$ cat config.mk
export PLATFORM = sky130hd
export DESIGN_NAME = whack_game_core
export DESIGN_NICKNAME = d
export VERILOG_FILES = /design/src/rtl/whack_game_core.sv
export SDC_FILE = /design/constraint.sdc
export NUM_CORES = 1
export LEC_CHECK = 0
export ABC_AREA = 1
export BUFFER_PORTS_ARGS = -buffer_cell sky130_fd_sc_hd__buf_2
export CAP_MARGIN = 15
export CELL_PAD_IN_SITES_DETAIL_PLACEMENT = 2
export CELL_PAD_IN_SITES_GLOBAL_PLACEMENT = 2
export CORE_ASPECT_RATIO = 0.7
export CORE_MARGIN = 1
export CORE_UTILIZATION = 35
export DETAILED_ROUTE_END_ITERATION = 10
export PLACE_DENSITY = 0.9
export SYNTH_ARGS = -nofsm -noshare
export SYNTH_HDL_FRONTEND = slang
export SYNTH_SLANG_ARGS = --single-unit
$ cat constraint.sdc
create_clock -name clk -period 5.6 [get_ports clk]
set_input_delay 1.4 -clock clk [delete_from_list [all_inputs] [get_ports clk]]
set_output_delay 1.4 -clock clk [all_outputs]
set_load 0.03 [all_outputs]
$ cat src/rtl/whack_game_core.sv
// Whack-a-mole game core: mole selection, show/gap timing, hit/miss detection, saturating scoring.
// Latency: a button edge sampled at a clock edge updates score, hit_pulse and the LEDs at that same edge (visible next cycle).
// Backpressure: none; buttons and start are level inputs that are edge-detected internally, so no input is ever stalled.
//
// Ports:
//   clk, reset   system clock, synchronous active-high reset
//   start        level; a rising edge starts a game from IDLE or GAMEOVER
//   button       synchronised/debounced buttons, bit i pairs with mole i
//   mole_led     one-hot lit mole while a mole is shown, otherwise zero
//   score        saturating hit count
//   misses       saturating timeout count
//   round_cnt    moles shown so far in this game
//   hit_pulse    one-cycle pulse on a hit
//   miss_pulse   one-cycle pulse on a timeout
//   game_over    high once the last round has finished
//
// Optional build macro WRONG_PENALTY_EN: a wrong-button edge while a mole is
// shown decrements score (floor 0) instead of being ignored.
module whack_game_core #(
  parameter int         N_MOLES    = 8,
  parameter int         SCORE_W    = 6,
  parameter int         MOLE_TICKS = 50_000_000,
  parameter int         GAP_TICKS  = 10_000_000,
  parameter int         ROUNDS     = 30,
  parameter logic [7:0] SEED       = 8'h01
) (
  input  logic                         clk,
  input  logic                         reset,
  input  logic                         start,
  input  logic [N_MOLES-1:0]           button,
  output logic [N_MOLES-1:0]           mole_led,
  output logic [SCORE_W-1:0]           score,
  output logic [SCORE_W-1:0]           misses,
  output logic [$clog2(ROUNDS+1)-1:0]  round_cnt,
  output logic                         hit_pulse,
  output logic                         miss_pulse,
  output logic                         game_over
);

  localparam int IW   = $clog2(N_MOLES);
  localparam int RW   = $clog2(ROUNDS + 1);
  localparam int TMAX = (MOLE_TICKS > GAP_TICKS) ? MOLE_TICKS : GAP_TICKS;
  localparam int TW   = $clog2(TMAX + 1);

  localparam logic [TW-1:0] GAP_LAST  = TW'(GAP_TICKS - 1);
  localparam logic [TW-1:0] MOLE_LAST = TW'(MOLE_TICKS - 1);
  localparam logic [RW-1:0] LAST_RND  = RW'(ROUNDS);
  localparam logic [IW:0]   NM_EXT    = (IW + 1)'(N_MOLES);

  typedef enum logic [1:0] {
    ST_IDLE,
    ST_GAP,
    ST_SHOW,
    ST_GAMEOVER
  } state_t;

  state_t               state, state_n;
  logic [TW-1:0]        timer, timer_n;
  logic [7:0]           lfsr;
  logic [N_MOLES-1:0]   button_q;
  logic                 start_q;
  logic [IW-1:0]        mole_idx, idx_n;
  logic [SCORE_W-1:0]   score_n, misses_n;
  logic [RW-1:0]        round_n;
  logic                 hit_n, miss_n;

  logic [N_MOLES-1:0]   btn_edge;
  logic                 start_edge;
  logic                 hit;
  logic [N_MOLES-1:0]   mole_onehot;
  logic [IW:0]          raw_idx;
  logic [IW-1:0]        lfsr_idx;
`ifdef WRONG_PENALTY_EN
  logic                 wrong;
`endif

  assign btn_edge    = button & ~button_q;
  assign start_edge  = start & ~start_q;
  assign mole_onehot = N_MOLES'(1) << mole_idx;
  assign hit         = btn_edge[mole_idx];

  // Fold the low LFSR bits into range; one subtraction is enough because
  // the raw value is below 2^IW <= 2*N_MOLES.
  assign raw_idx  = {1'b0, lfsr[IW-1:0]};
  assign lfsr_idx = (raw_idx >= NM_EXT) ? IW'(raw_idx - NM_EXT) : lfsr[IW-1:0];

  assign mole_led  = (state == ST_SHOW) ? mole_onehot : '0;
  assign game_over = (state == ST_GAMEOVER);

`ifdef WRONG_PENALTY_EN
  assign wrong = |(btn_edge & ~mole_onehot);
`endif

  always_comb begin
    state_n  = state;
    timer_n  = timer;
    idx_n    = mole_idx;
    score_n  = score;
    misses_n = misses;
    round_n  = round_cnt;
    hit_n    = 1'b0;
    miss_n   = 1'b0;

    unique case (state)
      ST_IDLE, ST_GAMEOVER: begin
        if (start_edge) begin
          score_n  = '0;
          misses_n = '0;
          round_n  = '0;
          timer_n  = '0;
          state_n  = ST_GAP;
        end
      end

      ST_GAP: begin
        if (timer == GAP_LAST) begin
          idx_n   = lfsr_idx;
          round_n = round_cnt + RW'(1);
          timer_n = '0;
          state_n = ST_SHOW;
        end else begin
          timer_n = timer + TW'(1);
        end
      end

      ST_SHOW: begin
        // A correct press beats a simultaneous timeout or wrong press.
        if (hit) begin
          if (score != '1) score_n = score + SCORE_W'(1);
          hit_n   = 1'b1;
          timer_n = '0;
          state_n = (round_cnt == LAST_RND) ? ST_GAMEOVER : ST_GAP;
        end else begin
`ifdef WRONG_PENALTY_EN
          if (wrong && (score != '0)) score_n = score - SCORE_W'(1);
`endif
          if (timer == MOLE_LAST) begin
            if (misses != '1) misses_n = misses + SCORE_W'(1);
            miss_n  = 1'b1;
            timer_n = '0;
            state_n = (round_cnt == LAST_RND) ? ST_GAMEOVER : ST_GAP;
          end else begin
            timer_n = timer + TW'(1);
          end
        end
      end

      default: state_n = ST_IDLE;
    endcase
  end

  always_ff @(posedge clk) begin
    if (reset) begin
      state      <= ST_IDLE;
      timer      <= '0;
      lfsr       <= SEED;
      button_q   <= '0;
      start_q    <= 1'b0;
      mole_idx   <= '0;
      score      <= '0;
      misses     <= '0;
      round_cnt  <= '0;
      hit_pulse  <= 1'b0;
      miss_pulse <= 1'b0;
    end else begin
      state      <= state_n;
      timer      <= timer_n;
      lfsr       <= {lfsr[6:0], lfsr[7] ^ lfsr[5] ^ lfsr[4] ^ lfsr[3]};
      button_q   <= button;
      start_q    <= start;
      mole_idx   <= idx_n;
      score      <= score_n;
      misses     <= misses_n;
      round_cnt  <= round_n;
      hit_pulse  <= hit_n;
      miss_pulse <= miss_n;
    end
  end

endmodule

==> metrics.txt, run 1 <==
register area=0.001341 sq mm; Final ANT Viol Nets=0; largest net degree at the start of global routing=52; main flop type after synthesis=dfxtp_1; cts repair resizes=0; Post-synth EDFFs=0; Static Leak=1.633 nW; die width=124.7 um; fraction of the yosys area taken by sequential cells=36.35%; CTS Sinks=67; clk root buf=clkbuf_16; Distinct cells, synth=38; Layout Utilization=42.70%; maximum VDD drop=0.1552 mV; Total GRT Usage=27.45%; DIE AREA=0.01096 sq mm; Ports=39; crit-path leading delay family=compound AO/OA/AOI/OAI gates; num rows=30; detailed-route vias per instance=5.494; top cells by count, synth=nand2_1 (114), nor2_1 (85), dfxtp_1 (67); Slew Limit Fails=0; Final Cell Area=0.004248 sq mm; Synth Cell Area=0.003690 sq mm; crit end category=flip-flop; PwrDens=367.4 mW/mm^2; setup TNS=0 ns; synthesized area per cell=6.636 sq um; Highest Clock Rate=296.4 MHz; gr ovfl total=0; initial antenna violation count=0; CTS tree=built; Worst slew margin=24.76%; Worst Path Arrival=3.61 ns; top cell type's share of synthesized area=36.35%; DRT iter0 DRCs=151; period utilization=60.24%; DR top layer=met4; Hold Buf Count CTS=0; type of the worst setup path=in2reg; count of final hold-check violations=0; RSZ-0062 raised after global routing=no; Worst-Skew Late Latency=0.35 ns; clk_skew=0.008513 ns; total wire length=14450 um; Seq cells post-synth=67; I/O Buffers=38; layout cells sized above 1=12.76%; min Tclk post-route=3.373 ns; diodes inserted=0; Syn Nets=576; pre-CTS WS=1.969 ns; Max Cap Viol=0; Final Net Count=604; hpwl dp=9366 um; # DRC=0; Worst Path Buf+Inv=3; H-Tree Depth=3; Cells after Synth=556; Worst Tran Pin Value=1.127 ns; Post-CTS Setup Repair Bufs=0; crit-path cells=buf_2 -> inv_1 -> o21ai_2 -> inv_1 -> a21oi_1 -> nand2_1 -> nand2_1 -> nand2_1 -> o21a_1; HP Class=reg2reg; area grow syn2layout=15.12%; final worst slack=2.227 ns; Worst EP required=5.84 ns; Post-Route M1 WL=6496 um; Clk pin slew, worst setup/hold paths=0.06 ns; Post-synth ARST share=0%; Starting Density=37.09%; crit-path max cell delay=0.57 ns; CP Max Fanout=32; RD Place Congestion=0.8358; Multi-input gate area=0.002006 sq mm; met3 WL=527 um; final setup vio count=0; Synth warnings=0; top post-synthesis cells by area=dfxtp_1 (36%), nand2_1 (12%), nor2_1 (8.6%); Post-Place Cell Area=0.003945 sq mm; Routed WL per cell=20.18 um; fillers=1173; core area=0.009947 sq mm; Die Y=87.91 um; startpoint types=primary input; most numerous cell in the Yosys netlist=nand2_1; Most common cell on crit path=nand2_1; met2 WL=7047 um; CTS max path bufs=2; global-route wire length before repair=23410 um; vias=3934; number of global-route vias before repair=4389; Slowest-stage cell, CP=inv_1; CTS Buf Count=9; dominant cell type by area after synthesis=dfxtp_1; DRT Pass-1 Iters=4; status=completed
[cells by family after synthesis]
logic type | Yosys count | share of synthesized area [%]
compound gates | 78 | 11.22
buf+inv | 86 | 9.291
simple gates | 303 | 37.00
fa+ha+maj | 9 | 3.052
flops | 67 | 36.35
xor+xnor | 13 | 3.086
[placed cells by master (no fill, tap or decap), drive strengths merged, types with 2 or more instances in the layout]
cell type / netlist / final
xnor2: 6 / 6
buf: 11 / 39
ha: 9 / 9
nand2: 118 / 118
o21ai: 17 / 17
inv: 64 / 64
a21oi: 52 / 52
nand3: 47 / 47
or2: 5 / 5
nand4: 23 / 23
dfxtp: 67 / 67
nor2: 91 / 91
a22oi: 2 / 2
nor3: 10 / 10
o21bai: 2 / 2
nand3b: 6 / 6
xor2: 7 / 7
clkbuf: 11 / 11
clkinvlp: 0 / 2
[cell type report]
| cell class | instances | area share, % |
|---|---|---|
| clock buffer | 11 | 5.950 |
| clock inverter | 4 | 1.178 |
| inverter | 64 | 5.655 |
| multi-input combinational | 403 | 47.22 |
| sequential | 67 | 31.58 |
| tap | 128 | 3.770 |
| timing repair buffer | 39 | 4.654 |
[final timing paths]
path | end | cells after the start | from | slack, ns
hold reg to reg | lfsr[7]$_SDFF_PP0_ | 2 | lfsr[6]$_SDFF_PP0_ | 0.42
setup / recovery | score[4]$_SDFFE_PP0P_ | 9 | start | 2.23
setup reg to reg | score[0]$_SDFFE_PP0P_ | 8 | state[0]$_SDFFE_PP0P_ | 2.41
hold / removal | lfsr[7]$_SDFF_PP0_ | 2 | lfsr[6]$_SDFF_PP0_ | 0.42
[per-layer routing]
layer	up-vias	global-route usage, %
met5	-	0
met4	0	11.39
met3	36	5.864
met2	89	48.77
met1	1952	32.68
li1	1857	-
[registers in the layout, summed over array words and instances, names as in the netlist]
register	count
miss_pulse	1
lfsr	8
timer	26
misses	6
hit_pulse	1
state	2
button_q	8
round_cnt	5
mole_idx	3
score	6
start_q	1
[through the flow]
step	instances	power (mW)	hold WS [ns]
after CTS	716	1.571	0.4214
after global routing	716	1.622	0.4316
final	716	1.561	0.4163
after detailed placement	701	0.9542	0.4048
after floorplan	556	0.8265	0.3883
after global placement	701	0.9204	0.3926
[report_power, final]
| group | internal (mW) | leakage (nW) | switching (mW) |
|---|---|---|---|
| logic | 0.0865 | 0.945 | 0.341 |
| clock network | 0.366 | 0.144 | 0.232 |
| registers | 0.504 | 0.544 | 0.0317 |
| total | 0.956 | 1.63 | 0.604 |
[tightest hold or removal path: stages, from the launching register on]
cell	delay [ns]
dfxtp_1	0.30
inv_1	0.04
nor2_1	0.04
(Power assumes the default switching activity.)
==> inputs of run 2 (changes only) <==
--- a/config.mk
+++ b/config.mk
@@ -12,9 +12,9 @@
 export CELL_PAD_IN_SITES_GLOBAL_PLACEMENT = 2
 export CORE_ASPECT_RATIO = 0.7
 export CORE_MARGIN = 1
-export CORE_UTILIZATION = 35
+export CORE_UTILIZATION = 29
 export DETAILED_ROUTE_END_ITERATION = 10
-export PLACE_DENSITY = 0.9
+export PLACE_DENSITY = 0.8
 export SYNTH_ARGS = -nofsm -noshare
 export SYNTH_HDL_FRONTEND = slang
 export SYNTH_SLANG_ARGS = --single-unit
==> constraint.sdc (replaced) <==
create_clock -name clk -period 2.9 [get_ports clk]
set_input_delay 0.725 -clock clk [delete_from_list [all_inputs] [get_ports clk]]
set_output_delay 0.725 -clock clk [all_outputs]
set_load 0.03 [all_outputs]
==> metrics.txt, run 2 (synthesis gave the netlist of run 1 again) <==
vias=3875 (was 3934); Total Power=2.934 mW (was 1.561 mW); crit-path cells=inv_1 -> ha_1 -> nand2_1 -> nor2_1 -> buf_2 (was buf_2 -> inv_1 -> o21ai_2 -> inv_1 -> a21oi_1 -> nand2_1 -> nand2_1 -> nand2_1 -> o21a_1); status=completed (unchanged); RSZ-0062 raised after global routing=no (unchanged); crit path launch=state[0]$_SDFFE_PP0P_ (was start); clk_skew=0.004704 ns (was 0.008513 ns); crit-path max cell delay=0.43 ns (was 0.57 ns); grt met3 use=4.956% (was 5.864%); worst r2r path cells=9 (was 8); Post-CTS Setup Repair Bufs=0 (unchanged); worst reg2reg path startpoint=state[0]$_SDFFE_PP0P_ (unchanged); hpwl dp=8911 um (was 9366 um); Hold Buf Count CTS=0 (unchanged); total wire length=12530 um (was 14450 um); Clk pin slew, worst setup/hold paths=0.05 ns (was 0.06 ns); Final ANT Viol Nets=0 (unchanged); setup slack, reg-to-reg=0.55 ns (was 2.41 ns); number of global-route vias before repair=4010 (was 4389); DIE AREA=0.01319 sq mm (was 0.01096 sq mm); setup TNS=0 ns (unchanged); Slew Limit Fails=0 (unchanged); Starting Density=29.70% (was 37.09%); gr ovfl total=0 (unchanged); CTS Sinks=67 (unchanged); DRT Pass-1 Iters=4 (unchanged); most common cell after layout, fill and taps aside=nand2_1 (unchanged); CP Max Fanout=8 (was 32); area grow syn2layout=16.62% (was 15.12%); H-Tree Depth=3 (unchanged); Ports=39 (unchanged); startpoint types=flip-flop (was primary input); initial antenna violation count=0 (unchanged); CTS max path bufs=2 (unchanged); max reg flops=26 (unchanged); maximum VDD drop=0.2819 mV (was 0.1552 mV); diodes inserted=0 (unchanged); DRT iter0 DRCs=182 (was 151); crit end category=primary output (was flip-flop); Die Y=96.38 um (was 87.91 um); GRT Max-Usage Layer=met2 (unchanged); count of final hold-check violations=0 (unchanged); clk root buf=clkbuf_16 (unchanged); Slowest-stage cell, CP=ha_1 (was inv_1); Max Cap Viol=0 (unchanged); Routed WL per cell=16.64 um (was 20.18 um); Critical Path End=mole_led[4] (was score[4]$_SDFFE_PP0P_); period utilization=85.09%; type of the worst setup path=reg2out (was in2reg); GR Layer Usage met2=34.52% (was 48.77%); layout cells sized above 1=13.20% (was 12.76%); Total GRT Usage=20.29% (was 27.45%); # DRC=0 (unchanged); RD Place Congestion=0.8060 (was 0.8358); final setup vio count=0 (unchanged); detailed-route vias per instance=5.146 (was 5.494); Most flops, register=timer (unchanged); Worst EP required=2.17 ns (was 5.84 ns); core area=0.01242 sq mm (was 0.009947 sq mm); Worst Tran Pin Value=0.7201 ns (was 1.127 ns); final worst slack=0.4323 ns (was 2.227 ns); Worst slew margin=51.62% (was 24.76%); Final Net Count=606 (was 604); CTS Buf Count=9 (unchanged); PwrDens=682.0 mW/mm^2 (was 367.4 mW/mm^2); die width=136.8 um (was 124.7 um); HP Class=reg2reg (unchanged); Multi-input gate area=0.002006 sq mm (unchanged); Worst Path Arrival=1.74 ns (was 3.61 ns); most frequent cells in the layout=nand2_1 (114), nor2_1 (85), dfxtp_1 (67), inv_1 (60), a21oi_1 (52) (unchanged); I/O Buffers=38 (unchanged); Highest Clock Rate=405.2 MHz; cts repair resizes=0 (unchanged); GRT met1 Usage=26.12% (was 32.68%); Worst-Skew Late Latency=0.33 ns (was 0.35 ns); fillers=1535 (was 1173); min Tclk post-route=2.468 ns; CTS tree=built (unchanged); Top Registers=timer x26, button_q x8, lfsr x8 (unchanged); largest net degree at the start of global routing=34 (was 52); Static Leak=1.643 nW (was 1.633 nW); register area=0.001341 sq mm (unchanged); global-route wire length before repair=20400 um (was 23410 um); pre-CTS WS=0.4317 ns (was 1.969 ns); reg2reg end=score[4]$_SDFFE_PP0P_ (was score[0]$_SDFFE_PP0P_); num rows=34 (was 30)
## run 2: cell count changes in the layout (fill, tap and decap cells not counted), sizes merged
cell	delta
buf	+2
clkbuf	+2
bufinv	-1
## run 2: metrics by stage
step	cells	hold WS, ns	cell area, sq um	util (%)
after global routing	753	0.4463	4303	34.64
after floorplan	556	0.3883	3690	-
after detailed placement	737	0.4204	4003	32.22
after CTS	753	0.4292	4303	34.64
after global placement	737	0.3954	4003	32.22
final	753	0.4259	4303	34.64
## run 2: area by class of cell
type                    instances  share of cell area, %
clock buffers                  13                  6.514
clock inverters                 3                 0.4653
inverters                      64                  5.583
multi-input cells             403                  46.61
flip-flops and latches         67                  31.17
well taps                     162                  4.711
repair buffers                 41                  4.943
## run 2: worst max-delay path: cells and delay by family (launching register included)
| kind | cells | cell delay [ns] |
|---|---|---|
| simple gates | 2 | 0.35 |
| flops | 1 | 0.34 |
| buf+inv | 2 | 0.29 |
| fa+ha+maj | 1 | 0.43 |
## run 2: where the power goes
| group | switching (mW) | internal, mW |
|---|---|---|
| Combinational | 0.642 | 0.183 |
| Sequential | 0.0521 | 0.973 |
| Clock | 0.413 | 0.670 |
| Total | 1.11 | 1.83 |
## run 2: routing by layer
metal | vias up | wire length (um)
li1 | 1854 | -
met1 | 1948 | 6077
met2 | 66 | 5883
met3 | 7 | 463
met4 | 0 | 102
met5 | - | 0
## run 2: how the worst min path moves through the flow
stage                                   from                 end  slack, ns  depth (start not counted)
final                     lfsr[1]$_SDFF_PP0_  lfsr[2]$_SDFF_PP0_       0.43                          2
after global routing      lfsr[6]$_SDFF_PP0_  lfsr[7]$_SDFF_PP0_       0.45                          2
after CTS                 lfsr[1]$_SDFF_PP0_  lfsr[2]$_SDFF_PP0_       0.43                          2
after detailed placement  lfsr[1]$_SDFF_PP0_  lfsr[2]$_SDFF_PP0_       0.42                          2
after global placement    lfsr[6]$_SDFF_PP0_  lfsr[7]$_SDFF_PP0_       0.40                          2
after floorplan           lfsr[6]$_SDFF_PP0_  lfsr[7]$_SDFF_PP0_       0.39                          2
